===== src/rtl/reg_dec_pkg.sv =====
// Shared types and helpers for the register-file write-select decoder.
// Holds the FSM state enum, the wrapping increment and the parameter check.
package reg_dec_pkg;

    typedef enum logic {
        IDLE  = 1'b0,
        BURST = 1'b1
    } state_t;

    // Next register index, wrapping from the last register back to 0.
    function automatic int unsigned inc_wrap(
        input int unsigned addr,
        input int unsigned num_regs
    );
        return (addr == num_regs - 1) ? 0 : addr + 1;
    endfunction

    // True when the register count fits the address width.
    function automatic bit params_ok(
        input int num_regs,
        input int addr_w
    );
        return (num_regs >= 2) && (num_regs <= (1 << addr_w));
    endfunction

endpackage


===== src/rtl/onehot_decoder.sv =====
// Combinational register index to one-hot write-select decoder.
// Ports: idx (index in), onehot (NUM_REGS one-hot out), in_range (idx < NUM_REGS).
module onehot_decoder
    import reg_dec_pkg::*;
#(
    parameter int NUM_REGS = 14,
    parameter int ADDR_W   = 4
) (
    input  logic [ADDR_W-1:0]   idx,
    output logic [NUM_REGS-1:0] onehot,
    output logic                in_range
);

    always_comb begin
        in_range = 32'(idx) < 32'(NUM_REGS);
        onehot   = '0;
        // Indices at or above NUM_REGS match no bit, so the vector stays zero.
        for (int i = 0; i < NUM_REGS; i++) begin
            onehot[i] = (32'(idx) == 32'(i));
        end
    end

endmodule


===== src/rtl/reg_wr_decoder.sv =====
// Register-file write-select decoder with burst auto-increment and wrap.
// Ports: clk, rst, flush, req_valid/req_ready/req_addr/req_len handshake, wr_en, err.
module reg_wr_decoder
    import reg_dec_pkg::*;
#(
    parameter int NUM_REGS = 14,
    parameter int ADDR_W   = 4,
    parameter int LEN_W    = 4
) (
    input  logic                clk,
    input  logic                rst,
    input  logic                flush,
    input  logic                req_valid,
    output logic                req_ready,
    input  logic [ADDR_W-1:0]   req_addr,
    input  logic [LEN_W-1:0]    req_len,
    output logic [NUM_REGS-1:0] wr_en,
    output logic                err
);

    if (!params_ok(NUM_REGS, ADDR_W)) begin : g_bad_params
        $error("reg_wr_decoder: NUM_REGS must be 2 .. 2**ADDR_W");
    end

    state_t              state;
    state_t              state_n;
    logic [ADDR_W-1:0]   cur_addr;
    logic [ADDR_W-1:0]   cur_n;
    logic [LEN_W-1:0]    rem;
    logic [LEN_W-1:0]    rem_n;
    logic [NUM_REGS-1:0] wr_en_q;
    logic [NUM_REGS-1:0] wr_n;
    logic                err_q;
    logic                err_n;

    logic [ADDR_W-1:0]   dec_idx;
    logic [NUM_REGS-1:0] dec_onehot;
    logic                dec_ok;
    logic                accept;

    assign req_ready = (state == IDLE) && !flush && !rst;
    assign accept    = req_valid && req_ready;

    // One decoder serves both the new request and the running burst.
    assign dec_idx = (state == BURST) ? cur_addr : req_addr;

    onehot_decoder #(
        .NUM_REGS (NUM_REGS),
        .ADDR_W   (ADDR_W)
    ) u_dec (
        .idx      (dec_idx),
        .onehot   (dec_onehot),
        .in_range (dec_ok)
    );

    always_comb begin
        state_n = state;
        cur_n   = cur_addr;
        rem_n   = rem;
        wr_n    = '0;
        err_n   = 1'b0;
        if (flush) begin
            state_n = IDLE;
        end else begin
            unique case (state)
                IDLE: begin
                    if (accept) begin
                        if (dec_ok) begin
                            wr_n = dec_onehot;
                            if (req_len != '0) begin
                                state_n = BURST;
                                cur_n   = ADDR_W'(inc_wrap(32'(req_addr), NUM_REGS));
                                rem_n   = req_len;
                            end
                        end else begin
                            // Bad start index: flag it, drop req_len.
                            err_n = 1'b1;
                        end
                    end
                end
                BURST: begin
                    wr_n  = dec_onehot;
                    cur_n = ADDR_W'(inc_wrap(32'(cur_addr), NUM_REGS));
                    rem_n = rem - LEN_W'(1);
                    if (rem == LEN_W'(1)) begin
                        state_n = IDLE;
                    end
                end
                default: state_n = IDLE;
            endcase
        end
    end

    always_ff @(posedge clk) begin
        if (rst) begin
            state    <= IDLE;
            cur_addr <= '0;
            rem      <= '0;
            wr_en_q  <= '0;
            err_q    <= 1'b0;
        end else begin
            state    <= state_n;
            cur_addr <= cur_n;
            rem      <= rem_n;
            wr_en_q  <= wr_n;
            err_q    <= err_n;
        end
    end

    assign wr_en = wr_en_q;
    assign err   = err_q;

endmodule


===== config.mk =====
export PLATFORM = sky130hd
export DESIGN_NAME = reg_wr_decoder
export DESIGN_NICKNAME = d
export VERILOG_FILES = /design/src/rtl/reg_dec_pkg.sv /design/src/rtl/onehot_decoder.sv /design/src/rtl/reg_wr_decoder.sv
export SDC_FILE = /design/constraint.sdc
export NUM_CORES = 1
export LEC_CHECK = 0
export CELL_PAD_IN_SITES_DETAIL_PLACEMENT = 1
export CELL_PAD_IN_SITES_GLOBAL_PLACEMENT = 1
export CORE_ASPECT_RATIO = 0.7
export CORE_MARGIN = 3
export CORE_UTILIZATION = 35
export CTS_CLUSTER_SIZE = 16
export DETAILED_ROUTE_END_ITERATION = 12
export GPL_TIMING_DRIVEN = 0
export PLACE_DENSITY_LB_ADDON = 0.3
export SLEW_MARGIN = 5
export SYNTH_ARGS = -nofsm -noshare
export SYNTH_HDL_FRONTEND = slang
export SYNTH_HIERARCHICAL = 1
export SYNTH_SLANG_ARGS = --single-unit

===== constraint.sdc =====
create_clock -name clk -period 3.6 [get_ports clk]
set_clock_uncertainty 0.1 [all_clocks]
set_input_delay 0.9 -clock clk [delete_from_list [all_inputs] [get_ports clk]]
set_output_delay 0.9 -clock clk [all_outputs]
set_load 0.005 [all_outputs]

# After elaboration in Yosys (flattened, before gate mapping)
# Cells that the tools add are included.
# classes
reduce_logical	10
n_eq_ne	19
bitwise_logic	3
muxes	20
add_sub_neg	3
magnitude_cmp	1
# op_table
cell	n
$mux 4	9
$eq 4x4->1 const B	8
$mux 14	2
$pmux 14 s2	1
$eq 4x3->1 const B	4
$pmux 4 s2	2
$add 4x1->4 const B	2
$eq 4x1->1 const B	2
$eq 4x2->1 const B	2
$mux 1	5
$logic_not 4->1	1
$lt 4x4->1 const B	1
$ne 2x2->1 const B	2
$reduce_and 4->1	1
$reduce_bool 4->1	1
$reduce_or 4->1	1
$sub 4x1->4 const B	1
$logic_and 1x1->1	3
$not 1->1	3
$logic_not 1->1	2
$ne 2x1->1 const B	1
$pmux 1 s2	1
$reduce_or 2->1	1
# word_totals
out_inout_bits	16
ff_bits	24
word_cells	61
inputBits	12

# Longest topological paths before layout
# logic_depth
ltp_word	6
mapped_depth	10
ltp_nobuf	6

# Modules after synthesis
# Netlist, hierarchy kept.
# modules_own_cells
mod	cells_each	instances	seq_area_each_um2	area_per_inst_um2
reg_wr_decoder	115	1	480.5	1092.3
onehot_decoder	19	1	0.0	246.5

# Worst setup path after synthesis
# No wires, ideal clock.
# synth_timing
path_kind	reg2reg
startpoint	register state
endpoint	register cur_addr[1]
path_stages_with_launch	11
slack_ps	1047
period_less_slack_ps	2553
arrival_ps	2383
path_cell_list	dfxtp_1 clkbuf_1 buf_2 mux2_2 buf_6 nand3_1 and3b_1 o221ai_2 buf_6 a211o_1 a21oi_1
# synth_via
word_cells_on_any_way	11
classes_between	order compare (1); eq/ne (3); mux (2); bitwise (1); reduce/logical (4)
# synth_rtl
item	line	text
from (decl)	reg_wr_decoder.sv:25	state_t state;
from (signal assigned)	reg_wr_decoder.sv:102	state <= state_n;
$mux 4	reg_wr_decoder.sv:45	assign dec_idx = (state == BURST) ? cur_addr : req_addr;
named net dec_idx[3]	reg_wr_decoder.sv:36	logic [ADDR_W-1:0] dec_idx;
$lt 4x4->1	onehot_decoder.sv:15	in_range = 32'(idx) < 32'(NUM_REGS);
named net dec_ok	reg_wr_decoder.sv:38	logic dec_ok;
$ne 2x2->1 (no line)	-	
$reduce_and 4->1 (no line)	-	
to (signal assigned)	reg_wr_decoder.sv:103	cur_addr <= cur_n;
to (decl)	reg_wr_decoder.sv:27	logic [ADDR_W-1:0] cur_addr;
# The timed path passes the listed nets, and every way through them passes these cells.
# A chain may end at the register's enable or synchronous reset.

# Final worst setup path
# layout_timing
startpoint	input rst
endpoint	output req_ready
# layout_via
elab_chain_cells	2
# layout_rtl
item	line	text
from (decl)	reg_wr_decoder.sv:11	input logic rst,
$logic_not 1->1	reg_wr_decoder.sv:41	assign req_ready = (state == IDLE) && !flush && !rst;
$logic_and 1x1->1	reg_wr_decoder.sv:41	
to (decl)	reg_wr_decoder.sv:14	output logic req_ready,
# No other way between the ends.

==> results.toml <==
[cts]
cts_resized = 0
ctsHtreeMaxLevel = 1
hold_buffers = 0
cts_tree = "built"
cts_buffer_depth = 2
cts_buffers = 3
root_buffer = "clkbuf_8"
post-cts-setup-buffers = 0
insertion_delay_ns = 0.26
clkTransAtPathRegs_ns = 0.08
clock-sinks = 24

[detailed_routing]
first_iter_violations = 42
wl_per_cell_um = 16.05
totalWireLength_um = 3434
viasPerCell = 5.220
first_pass_iters = 3
postRouteAntennaNets = 0
drc = 0
vias = 1117

[synth]
syn_inst = 134
synth_cell_types = 44
synth-seq-cells = 24
synth_seq_area_share_pct = 35.89
syn_nets = 148
async_flop_share_pct = 0
synth_area_per_cell_um2 = 9.991
yosysWarnings = 6
syn-cell-area_mm2 = 0.001339
ys.flop_type = "dfxtp_1"
synth_edf_count = 0

[sta]
whs_ns = 0.4350
rsz0062_at_grt = "no"
maxSlewViolCount = 0
maxSlewHeadroom_pct = 63.63
setup_viol = 0
tightest_slew_ns = 0.5456
timing.final.crit_share_pct = 96.43
min_period_ns = 3.472
finalSetupTns_ns = 0
hold_viol = 0
clock.fmax_mhz = 288.1

[global_routing]
antenna_found_initial = 0
track_usage_pct = 16.11
grt_max_degree = 13
overflow = 0
grtUsageMet1_pct = 20.19
grt_pass1_wl_um = 5851
top_usage_layer = "met2"
grtUsageMet2_pct = 28.30
grt_use_met3_pct = 3.882
grt_pass1_vias = 1212

[placement]
place_congestion = 0.8079
dpl.hpwl_um = 2677
dp.cells = 211
port_buffers = 27

[finish]
antenna_cells = 0
area_delta_synth_final_pct = 27.94
nFillCells = 424
fin_nets = 180
multi_input_area_um2 = 759.5
drive_gt1_share_pct = 15.85
instances_no_fill = 214
regArea_um2 = 480.5

[die]
start_util_pct = 37.15
io-pin-count = 28
rows = 18
die_x_um = 79.92
die_y_um = 57.75
core_mm2 = 0.003603
die_area_mm2 = 0.004615

[worst_setup_path]
cp-start-kind = "input pin"
required_ns = 2.60
startpoint = "rst"
timing.rr.start = "state"
critPathMaxFanout = 10
cp.arrival_ns = 2.47
critPathKind = "input pin to output port"
crit_path_end_kind = "output port"

[power]
cellPowerDensity_mw_per_mm2 = 312.7
p_leak_nw = 0.6375
ir_worst_vdd_mv = 0.1616

[min_path]
min_from = "cur_addr[1]"
hold_class = "flop to flop"

[status]
status = "finished, final reports clean"

[flow_run]
cap_violations = 0
[stage by stage]
stage / utilization [%] / instance area (um^2) / total power [mW] / worst slack (ns)
floorplan: - / 1339 / 0.3466 / 1.047
detailed placement: 46.39 / 1672 / 0.3843 / 0.1186
global placement: 46.39 / 1672 / 0.3788 / 0.1239
global route: 47.53 / 1713 / 0.5644 / 0.01665
CTS: 47.53 / 1713 / 0.5396 / 0.1116
finish: 47.53 / 1713 / 0.5356 / 0.1284
[critical path: stages]
cell,delay [ns]
clkdlybuf4s50_1,0.46
clkbuf_1,0.29
nor3_1,0.29
clkdlybuf4s50_1,0.54
[synth_stat cells (2+ instances only)]
cell type / n / area (um^2)
a211o_1: 3 / 26.28
a211oi_1: 2 / 15.01
a21oi_1: 10 / 50.05
and2_1: 14 / 87.58
and3b_1: 2 / 17.52
and4b_1: 4 / 40.04
and4bb_1: 3 / 37.54
and4bb_2: 3 / 37.54
buf_6: 5 / 56.30
clkbuf_1: 3 / 11.26
dfxtp_1: 24 / 480.5
ha_1: 2 / 25.02
inv_1: 6 / 22.52
mux2_2: 4 / 45.04
mux2i_1: 2 / 20.02
nand2_1: 7 / 26.28
nand3_1: 2 / 10.01
nand3b_1: 3 / 22.52
nor2_1: 2 / 7.510
nor2b_1: 3 / 18.77
nor3_1: 3 / 15.01
nor4b_2: 3 / 45.04
o21ai_0: 2 / 10.01
o21ai_1: 2 / 10.01
[metal layers]
metal | part of all wire [%] | vias to the layer above
met4 | 1.4 | 0
met3 | 4.0 | 6
met5 | 0 | -
li1 | - | 560
met1 | 47 | 526
met2 | 48 | 25
[layout make-up]
| type | count | area share [%] |
|---|---|---|
| Inverter | 7 | 1.534 |
| Timing Repair Buffer | 27 | 15.78 |
| Multi-Input combinational cell | 94 | 44.34 |
| Clock buffer | 3 | 2.411 |
| Sequential cell | 24 | 28.05 |
| Buffer | 9 | 4.237 |
| Tap cell | 50 | 3.652 |
[path summary, 6_finish.rpt]
check / to / slack (ns) / cells after the start
max: req_ready / 0.13 / 4
min: cur_addr[1] / 0.43 / 2
max reg2reg: cur_addr[1] / 0.53 / 10
min reg2reg: cur_addr[1] / 0.43 / 2
[cell usage in the layout, fill, tap and decap left out, drive strengths merged]
cell type / n
inv: 7
ha: 2
buf: 6
and4b: 5
a221o: 1
nand3: 2
a21o: 1
or3: 1
clkdlybuf4s50: 27
nor4b: 5
nor2b: 3
dfxtp: 24
a21oi: 10
a211oi: 3
a21boi: 1
nor4bb: 1
and4bb: 6
a311o: 1
a211o: 3
o211ai: 1
nor3: 3
nor2: 2
o221ai: 1
and2: 14
clkbuf: 6
nand2: 7
and3b: 2
a31oi: 1
o211a: 1
or4: 2
mux2: 4
nand3b: 3
nor4: 2
mux2i: 2
o21ai: 4
[kinds of logic (layout without fill, tap and decap cells)]
kind of cell | after synthesis | in the layout | share of synthesized area, %
buffers and inverters | 16 | 46 | 7.382
AOI/OAI and AO/OA | 28 | 28 | 14.77
muxes | 6 | 6 | 4.860
and+or+nand+nor | 58 | 58 | 35.23
DFF | 24 | 24 | 35.89
adders and majority gates | 2 | 2 | 1.869
[sequential cells by signal (all words and copies together), names as in the netlist]
signal	cells
wr_en	14
rem	4
cur_addr	4
state	1
err	1
[power by group]
group          total [mW]  internal, mW  switching [mW]
logic              0.0995        0.0496          0.0499
clock network       0.158        0.0747          0.0830
registers           0.278         0.272         0.00674
total               0.536         0.396           0.140
(Power assumes the default switching activity.)
